**config.mk**
```make
export PLATFORM = sky130hd
export DESIGN_NAME = mult_controller
export DESIGN_NICKNAME = d
export VERILOG_FILES = /design/src/rtl/mult_controller.sv
export SDC_FILE = /design/constraint.sdc
export NUM_CORES = 1
export LEC_CHECK = 0
export ABC_AREA = 0
export BUFFER_PORTS_ARGS = -buffer_cell sky130_fd_sc_hd__clkbuf_2
export CAP_MARGIN = 20
export CORE_AREA = 2 2 39 41
export CTS_CLUSTER_DIAMETER = 100
export DETAILED_ROUTE_END_ITERATION = 6
export DIE_AREA = 0 0 41 43
export PLACE_DENSITY_LB_ADDON = 0.08
export SKIP_CTS_REPAIR_TIMING = 1
export SYNTH_ARGS = -nofsm -noshare
export SYNTH_HDL_FRONTEND = slang
export SYNTH_SLANG_ARGS = --single-unit
```
**constraint.sdc**
```tcl
create_clock -name clock -period 3.5 [get_ports clock]
set_clock_uncertainty 0.1 [all_clocks]
set_input_delay 0.35 -clock clock [delete_from_list [all_inputs] [get_ports clock]]
set_output_delay 0.35 -clock clock [all_outputs]
set_load 0.02 [all_outputs]
```
**src/rtl/mult_controller.sv**
```systemverilog
// Sequencing FSM for the shift-add multiplier: drives load / add_shift / shift
// of the C/AQ register and flags done. Optional abort input: MULT_CTRL_ABORT_EN.
module mult_controller #(
  parameter int N = 4
) (
  input  logic clock,
  input  logic reset,
  input  logic start,
  input  logic q0,
`ifdef MULT_CTRL_ABORT_EN
  input  logic abort,
`endif
  output logic load,
  output logic add_shift,
  output logic shift,
  output logic ready,
  output logic done
);

  localparam int CW = $clog2(N);
  localparam logic [CW-1:0] LAST = CW'(N - 1);

  typedef enum logic [1:0] {
    IDLE = 2'd0,
    LOAD = 2'd1,
    RUN  = 2'd2,
    DONE = 2'd3
  } state_t;

  state_t        state_q, state_d;
  logic [CW-1:0] count_q, count_d;
  logic          load_q, load_d;
  logic          run_q, run_d;
  logic          ready_q, ready_d;
  logic          done_q, done_d;
  logic          abort_hit;

  always_comb begin
`ifdef MULT_CTRL_ABORT_EN
    abort_hit = abort;
`else
    abort_hit = 1'b0;
`endif
    state_d = state_q;
    count_d = count_q;
    case (state_q)
      IDLE: begin
        if (start) state_d = LOAD;
      end
      LOAD: begin
        count_d = '0;
        state_d = abort_hit ? IDLE : RUN;
      end
      RUN: begin
        if (abort_hit) begin
          state_d = IDLE;
          count_d = '0;
        end else begin
          count_d = count_q + 1'b1;
          if (count_q == LAST) state_d = DONE;
        end
      end
      DONE: begin
        state_d = IDLE;
      end
      default: begin
        state_d = IDLE;
        count_d = '0;
      end
    endcase

    // Outputs are registered by decoding the state we are about to enter.
    load_d  = (state_d == LOAD);
    run_d   = (state_d == RUN);
    ready_d = (state_d == IDLE);
    done_d  = (state_d == DONE);
  end

  always_ff @(posedge clock) begin
    if (reset) begin
      state_q <= IDLE;
      count_q <= '0;
      load_q  <= 1'b0;
      run_q   <= 1'b0;
      ready_q <= 1'b1;
      done_q  <= 1'b0;
    end else begin
      state_q <= state_d;
      count_q <= count_d;
      load_q  <= load_d;
      run_q   <= run_d;
      ready_q <= ready_d;
      done_q  <= done_d;
    end
  end

  // q0 comes straight back from the register, so the step choice stays combinational.
  assign load      = load_q;
  assign add_shift = run_q & q0;
  assign shift     = run_q & ~q0;
  assign ready     = ready_q;
  assign done      = done_q;

endmodule
```
* Word-level counts from Yosys, hierarchy flattened
Cells that the tools add are included.
** Operators by class
- $add $sub $neg :: 1
- Equality and inequality tests :: 7
- Mux-type cells :: 4
- Bitwise operators :: 3
- Reduce and logical (&&, ||, !) cells :: 3
** Operators by type and width (count)
- 2-bit == test (second input constant) :: 5
- 2-bit one-hot mux with 4 select lines :: 1
- 2-bit by 1-bit == test with 1-bit output (second input constant) :: 2
- 2-bit logical NOT :: 2
- 2-bit 2-to-1 mux :: 2
- 2-bit one-hot mux with 2 select lines :: 1
- 2-bit by 1-bit adder with 2-bit output (second input constant) :: 1
- 1-bit bitwise AND :: 2
- 2-bit nonzero test :: 1
- 1-bit inverter :: 1
** Word-level totals
- Bits in registers :: 8
- Input bits :: 4
- Output and inout bits :: 5
- Word-level logic and storage cells :: 24

* Depth between registers and ports, before layout
Gate-level depths: netlist of the first run.
- Depth after elaboration :: 4
- Gate-level depth with buffers :: 4

* Least setup slack after synthesis of the first run
Ideal clock, no wire load.
- Kind :: flip-flop to flip-flop
- From :: reg state_q[0]
- To :: reg ready_q, in the netlist ready
- Arrival time :: 1.190 ns
- Required time :: 3.278 ns
- Setup slack :: 2.088 ns
- Cell stages (with the launch flop) :: 5
- Path buffers :: 0
- Period minus slack after synthesis :: 1.412 ns
- Cells stage by stage :: dfxtp_1 > inv_1 > ha_1 > mux2i_2 > a311o_1
** On the way
- Longest elaborated chain between the ends :: 3
** Ends and longest elaborated chain
- start: declaration :: line 30 : state_t state_q, state_d;
- start signal: assignment :: line 88 : state_q <= state_d;
- 2-bit == test (tied with other cells) :: line 46 : case (state_q)
- 2-bit one-hot mux with 4 select lines * :: line 46
- 2-bit logical NOT * :: line 75 : ready_d = (state_d == IDLE);
- end signal: assignment :: line 92 : ready_q <= ready_d;
- end: declaration :: line 34 : logic ready_q, ready_d;
Mark *: on every way between the ends. The rest lies on a longest branch, timed or not.
A chain may end at the register's enable or synchronous reset.

* Worst setup path in the final report of the first run
- From :: reg state_q[0]
- To :: reg ready_q, in the netlist ready
** On the way
- Longest elaborated chain between the ends :: 3
** Ends and longest elaborated chain (line)
- 2-bit == test (tied with other cells) :: 46
- 2-bit one-hot mux with 4 select lines * :: 46
- net state_d[1] :: 30
- 2-bit logical NOT * :: 75
Mark *: on every way through the listed nets, which the timed path passes. The rest lies on a longest branch.

==> out/qor.txt, run 1 <==
clk sinks - 8
drt via density - 4.81
outcome - finished, final reports clean
Final Cycle Share - 43.9%
CP Launch Type - flop
RSZ-0062 raised after global routing - no
clk slew on worst S/H paths - 0.06 ns
most frequent cells in the layout - dfxtp_1, clkbuf_2, inv_1, ha_1, clkbuf_4
largest area contributor in the netlist - dfxtp_1
min-delay src - reset
Total GRT Usage - 10.1%
Design Area, Final - 433 sq um
Max rail drop VDD - 278 uV
# DRC - 0
synth top area cells - dfxtp_1, ha_1, a2111oi_2
# diodes - 0
sequential share of the synthesized area - 45.7%
P&R area growth vs syn - 23.6%
Yosys cell types - 17
synthesized instance count - 32
# port buffers - 8
CTS tree - yes
Fillers - 162
Die ar. - 0.00176 sq mm
antenna violations before repair - 0
Power Density - 937 mW/mm^2
Final TNS setup - 0 ns
critical path startpoint - state_q[0]
I/O pins - 9
pin count of the biggest net entering global routing - 10
global-route wire length before repair - 1090 um
initial core utilization - 25.3%
fin nets - 52
multi-input logic area - 179 sq um
mapped cell area - 350 sq um
crit path kind - flop to flop
ANT nets after route - 0
Placement Cell Area - 410 sq um
Yosys top cell area share - 45.7%
worst-skew pair later-pin latency - 0.25 ns
layout cells sized above 1 - 34.9%
Critical Path RT - 3.54 ns
Worst slew margin - 76.0%
Syn Area/Cell - 10.9 sq um
Worst-Margin Slew - 0.353 ns
Die H - 43 um
reg2reg start - state_q[0]
CTS H-tree lvls - 1
Die X - 41 um
Yosys warning count - 0
flops & latches, synth - 8
Layout Utilization - 31.3%
Max FO, Critical Path - 9
Slew Viols, Final - 0
Remaining Overflow, GRT - 0
row count - 14
via count - 284
# setup viols final - 0
Syn Nets - 39
First-pass DRT Iterations - 2
DR iter-0 viols - 2
vias in the first global route - 280
CTS buffer count - 3
leakage power - 0.000178 uW
WL/cell - 10.8 um
worst hold path type - input pin to flop
register area - 160 sq um
RePlAce Congestion - 0.697
number of max-cap violations - 0
Achievable Freq - 650 MHz
Tmin final - 1.54 ns
Worst EP arrival - 1.58 ns
CORE AREA - 0.00138 sq mm
DRT Wirelength - 639 um
Max clock buf depth - 2
CP endpoint kind - flop
root buf cell - clkbuf_4
Hold Fails Final Rpt - 0
[cell type report]
| cell class | instances | share of cell area, % |
|---|---|---|
| multi-input combinational | 21 | 41.3 |
| sequential | 8 | 37.0 |
| timing repair buffer | 8 | 9.25 |
| clock buffer | 3 | 5.20 |
| tap | 16 | 4.62 |
| inverter | 3 | 2.60 |
[Yosys cell counts (all sizes together)]
| master | instances |
|---|---|
| ha | 3 |
| nor2 | 1 |
| a211oi | 1 |
| nor2b | 2 |
| a21oi | 2 |
| nand3b | 1 |
| nand3 | 1 |
| nor3b | 1 |
| inv | 3 |
| a311o | 1 |
| and2 | 1 |
| a22o | 1 |
| nor3 | 1 |
| mux2i | 1 |
| nand2b | 2 |
| a2111oi | 2 |
| dfxtp | 8 |
[path summary, 6_finish.rpt]
kind	depth (start not counted)	slack (ns)	to
setup / recovery	4	1.96	ready
hold / removal	2	0.29	count_q[0]
setup reg to reg	4	1.96	ready
hold reg to reg	2	0.37	count_q[1]
[stage by stage]
step                      hold WS (ns)  setup WS [ns]  total power [uW]  cells
after floorplan                  0.319           2.09               290     32
after global placement           0.362           1.97               335     56
after detailed placement         0.373           1.97               337     56
after CTS                        0.289           1.95               413     59
after global routing             0.303           1.85               443     59
final                            0.287           1.96               405     59
[power breakdown]
part / switching [uW] / internal [uW] / total, uW
sequential: 10.7 / 122 / 133
clock: 33.0 / 39.4 / 72.3
combinational: 119 / 81.4 / 200
[worst max-delay path, stage by stage (launching register included)]
cell and delay (ns):
dfxtp_1 0.32, inv_1 0.12, ha_1 0.46, nor3_1 0.10, a311o_1 0.32
[sequential cells by signal, indices dropped and copies added (netlist names)]
signal   cells
count_q      2
done         1
run_q        1
load         1
state_q      2
ready        1
[cells by family after synthesis]
group	count (synthesis)	share of synthesized area (%)
AO/OA/AOI/OAI	7	19.3
flip-flops	8	45.7
buffers and inverters	3	3.21
multiplexers	1	3.93
adder cells (fa/ha/maj)	3	10.7
AND/OR/NAND/NOR	10	17.1
[routing by layer]
layer / part of all wire (%) / vias to the layer above / GRT usage, %
met4: 5.3 / 0 / 12.0
met1: 42 / 127 / 10.0
met5: 0 / - / 0
li1: - / 141 / -
met2: 46 / 11 / 14.1
met3: 6.7 / 5 / 3.14
Power figures use the tool's default switching activity.
==> run 2, diff against run 1 <==
clock period = 1.54 ns   (was 3.5 ns; I/O delays follow)
==> run 2 against run 1 <==
  * Design area rose by 2.3%
  * Global-route usage is 1.0 points lower
  * Die area did not move
  * Fmax up 8.7%
  * Wire length fell by 3.9%
  * Worst setup slack lost 1.8 ns
  * Final cell count grew 1.7%
  * Highest routed layer is now met3
==> out/qor.txt, run 2 (synthesis results as in run 1) <==
CTS H-tree lvls - 1 (unchanged)
Total GRT Usage - 9.05% (was 10.1%)
P_int - 575 uW (was 243 uW)
Worst slew margin - 75.6% (was 76.0%)
WL/cell - 10.2 um (was 10.8 um)
Net Sw Power - 363 uW (was 163 uW)
clk slew on worst S/H paths - 0.05 ns (was 0.06 ns)
row count - 14 (unchanged)
Gate power share - 51.2% (was 49.4%)
Die ar. - 0.00176 sq mm (unchanged)
DRT Wirelength - 614 um (was 639 um)
biggest registers after layout - count_q (2), state_q (2) (unchanged)
Hold Fails Final Rpt - 0 (unchanged)
Achievable Freq - 707 MHz (was 650 MHz)
worst-skew pair later-pin latency - 0.25 ns (about the same)
DR iter-0 viols - 5 (was 2)
I/O pins - 9 (unchanged)
Max clock buf depth - 2 (unchanged)
antenna violations before repair - 0 (unchanged)
Max rail drop VDD - 683 uV (was 278 uV)
Clock power frac - 16.6% (was 17.8%)
layout cells sized above 1 - 38.6% (was 34.9%)
via count - 278 (was 284)
ANT nets after route - 0 (unchanged)
clk sinks - 8 (unchanged)
Worst EP arrival - 1.45 ns (was 1.58 ns)
# port buffers - 8 (unchanged)
Worst-Margin Slew - 0.359 ns (was 0.353 ns)
number of max-cap violations - 0 (unchanged)
Die X - 41 um (unchanged)
Final Cycle Share - 91.9% (was 43.9%)
Seq pwr share - 32.1% (was 32.8%)
min-delay src - reset (unchanged)
RSZ-0062 raised after global routing - no (unchanged)
leakage power - 0.000181 uW (was 0.000178 uW)
root buf cell - clkbuf_4 (unchanged)
Hold Crit Endpoint - count_q[1] (was count_q[0])
global-route wire length before repair - 979 um (was 1090 um)
outcome - finished, final reports clean (unchanged)
Worst Hold Depth - 2 (unchanged)
Fillers - 147 (was 162)
Slew Viols, Final - 0 (unchanged)
Final HPWL DP - 488 um
crit path kind - flop to flop (unchanged)
RePlAce Congestion - 0.705 (was 0.697)
worst r2r dst - ready (unchanged)
drt via density - 4.63 (was 4.81)
Design Area, Final - 443 sq um (was 433 sq um)
# DRC - 0 (unchanged)
# setup viols final - 0 (unchanged)
most frequent cells in the layout - dfxtp_1, clkbuf_2, inv_1, clkbuf_4 (was dfxtp_1, clkbuf_2, inv_1, ha_1, clkbuf_4)
initial core utilization - 25.3% (unchanged)
pin count of the biggest net entering global routing - 10 (unchanged)
Tmin final - 1.41 ns (was 1.54 ns)
CTS tree - yes (unchanged)
FF-to-FF setup slack - 0.13 ns (was 1.96 ns)
CP Launch Type - flop (unchanged)
Remaining Overflow, GRT - 0 (unchanged)
CORE AREA - 0.00138 sq mm (unchanged)
# diodes - 0 (unchanged)
multi-input logic area - 181 sq um (was 179 sq um)
Switching Share - 38.7% (was 40.1%)
fin nets - 53 (was 52)
worst hold path type - input pin to flop (unchanged)
Placement Cell Area - 418 sq um (was 410 sq um)
CP endpoint kind - flop (unchanged)
Die H - 43 um (unchanged)
FF-to-FF path depth - 4 (unchanged)
CTS buffer count - 3 (unchanged)
P&R area growth vs syn - 26.4% (was 23.6%)
Final TNS setup - 0 ns (unchanged)
Power Density - 2120 mW/mm^2 (was 937 mW/mm^2)
Critical Path RT - 1.57 ns (was 3.54 ns)
vias in the first global route - 229 (was 280)
reg2reg start - state_q[0] (unchanged)
register area - 160 sq um (unchanged)
Max FO, Critical Path - 9 (unchanged)
First-pass DRT Iterations - 2 (unchanged)
run 2: how the worst max path moves through the flow:
stage | start | end | slack, ns
floorplan | state_q[0] | ready | 0.13
global placement | state_q[0] | ready | 0.09
detailed placement | state_q[0] | ready | 0.10
CTS | state_q[0] | ready | 0.08
global route | state_q[0] | ready | 0.05
finish | state_q[0] | ready | 0.13
run 2: final cells by class:
| class | count | area share (%) |
|---|---|---|
| multi-input combinational | 21 | 41.0 |
| tap | 16 | 4.52 |
| sequential | 8 | 36.2 |
| clock buffer | 3 | 5.08 |
| timing repair buffer | 9 | 10.7 |
| inverter | 3 | 2.54 |
run 2: routing by layer:
layer | share of wire [%] | GRT usage, %
met5 | 0 | 0
met4 | 0 | 8.00
met3 | 7.0 | 6.28
met2 | 46 | 11.9
met1 | 47 | 9.06
run 2: power groups by stage:
stage / registers, uW / logic (uW) / clock network [uW]
global route: 311 / 530 / 180
global placement: 305 / 472 / 0
floorplan: 341 / 318 / 0
finish: 301 / 481 / 156
detailed placement: 306 / 472 / 0
CTS: 302 / 472 / 162
run 2: worst max-delay path, cell delays in order, from the launching register on:
cell     delay [ns]
dfxtp_1        0.33
inv_1          0.07
ha_2           0.41
nor3_1         0.08
a311o_1        0.31
run 2: metrics by stage:
step                worst slack (ns)  hold WS, ns  total power, uW  utilization, %  std cells
floorplan                      0.128        0.123              659               -         32
global placement              0.0887        0.361              777            30.2         57
detailed placement             0.100        0.366              778            30.2         57
CTS                           0.0776        0.104              936            31.8         60
global route                  0.0452       0.0955             1020            32.0         60
finish                         0.125        0.108              939            32.0         60
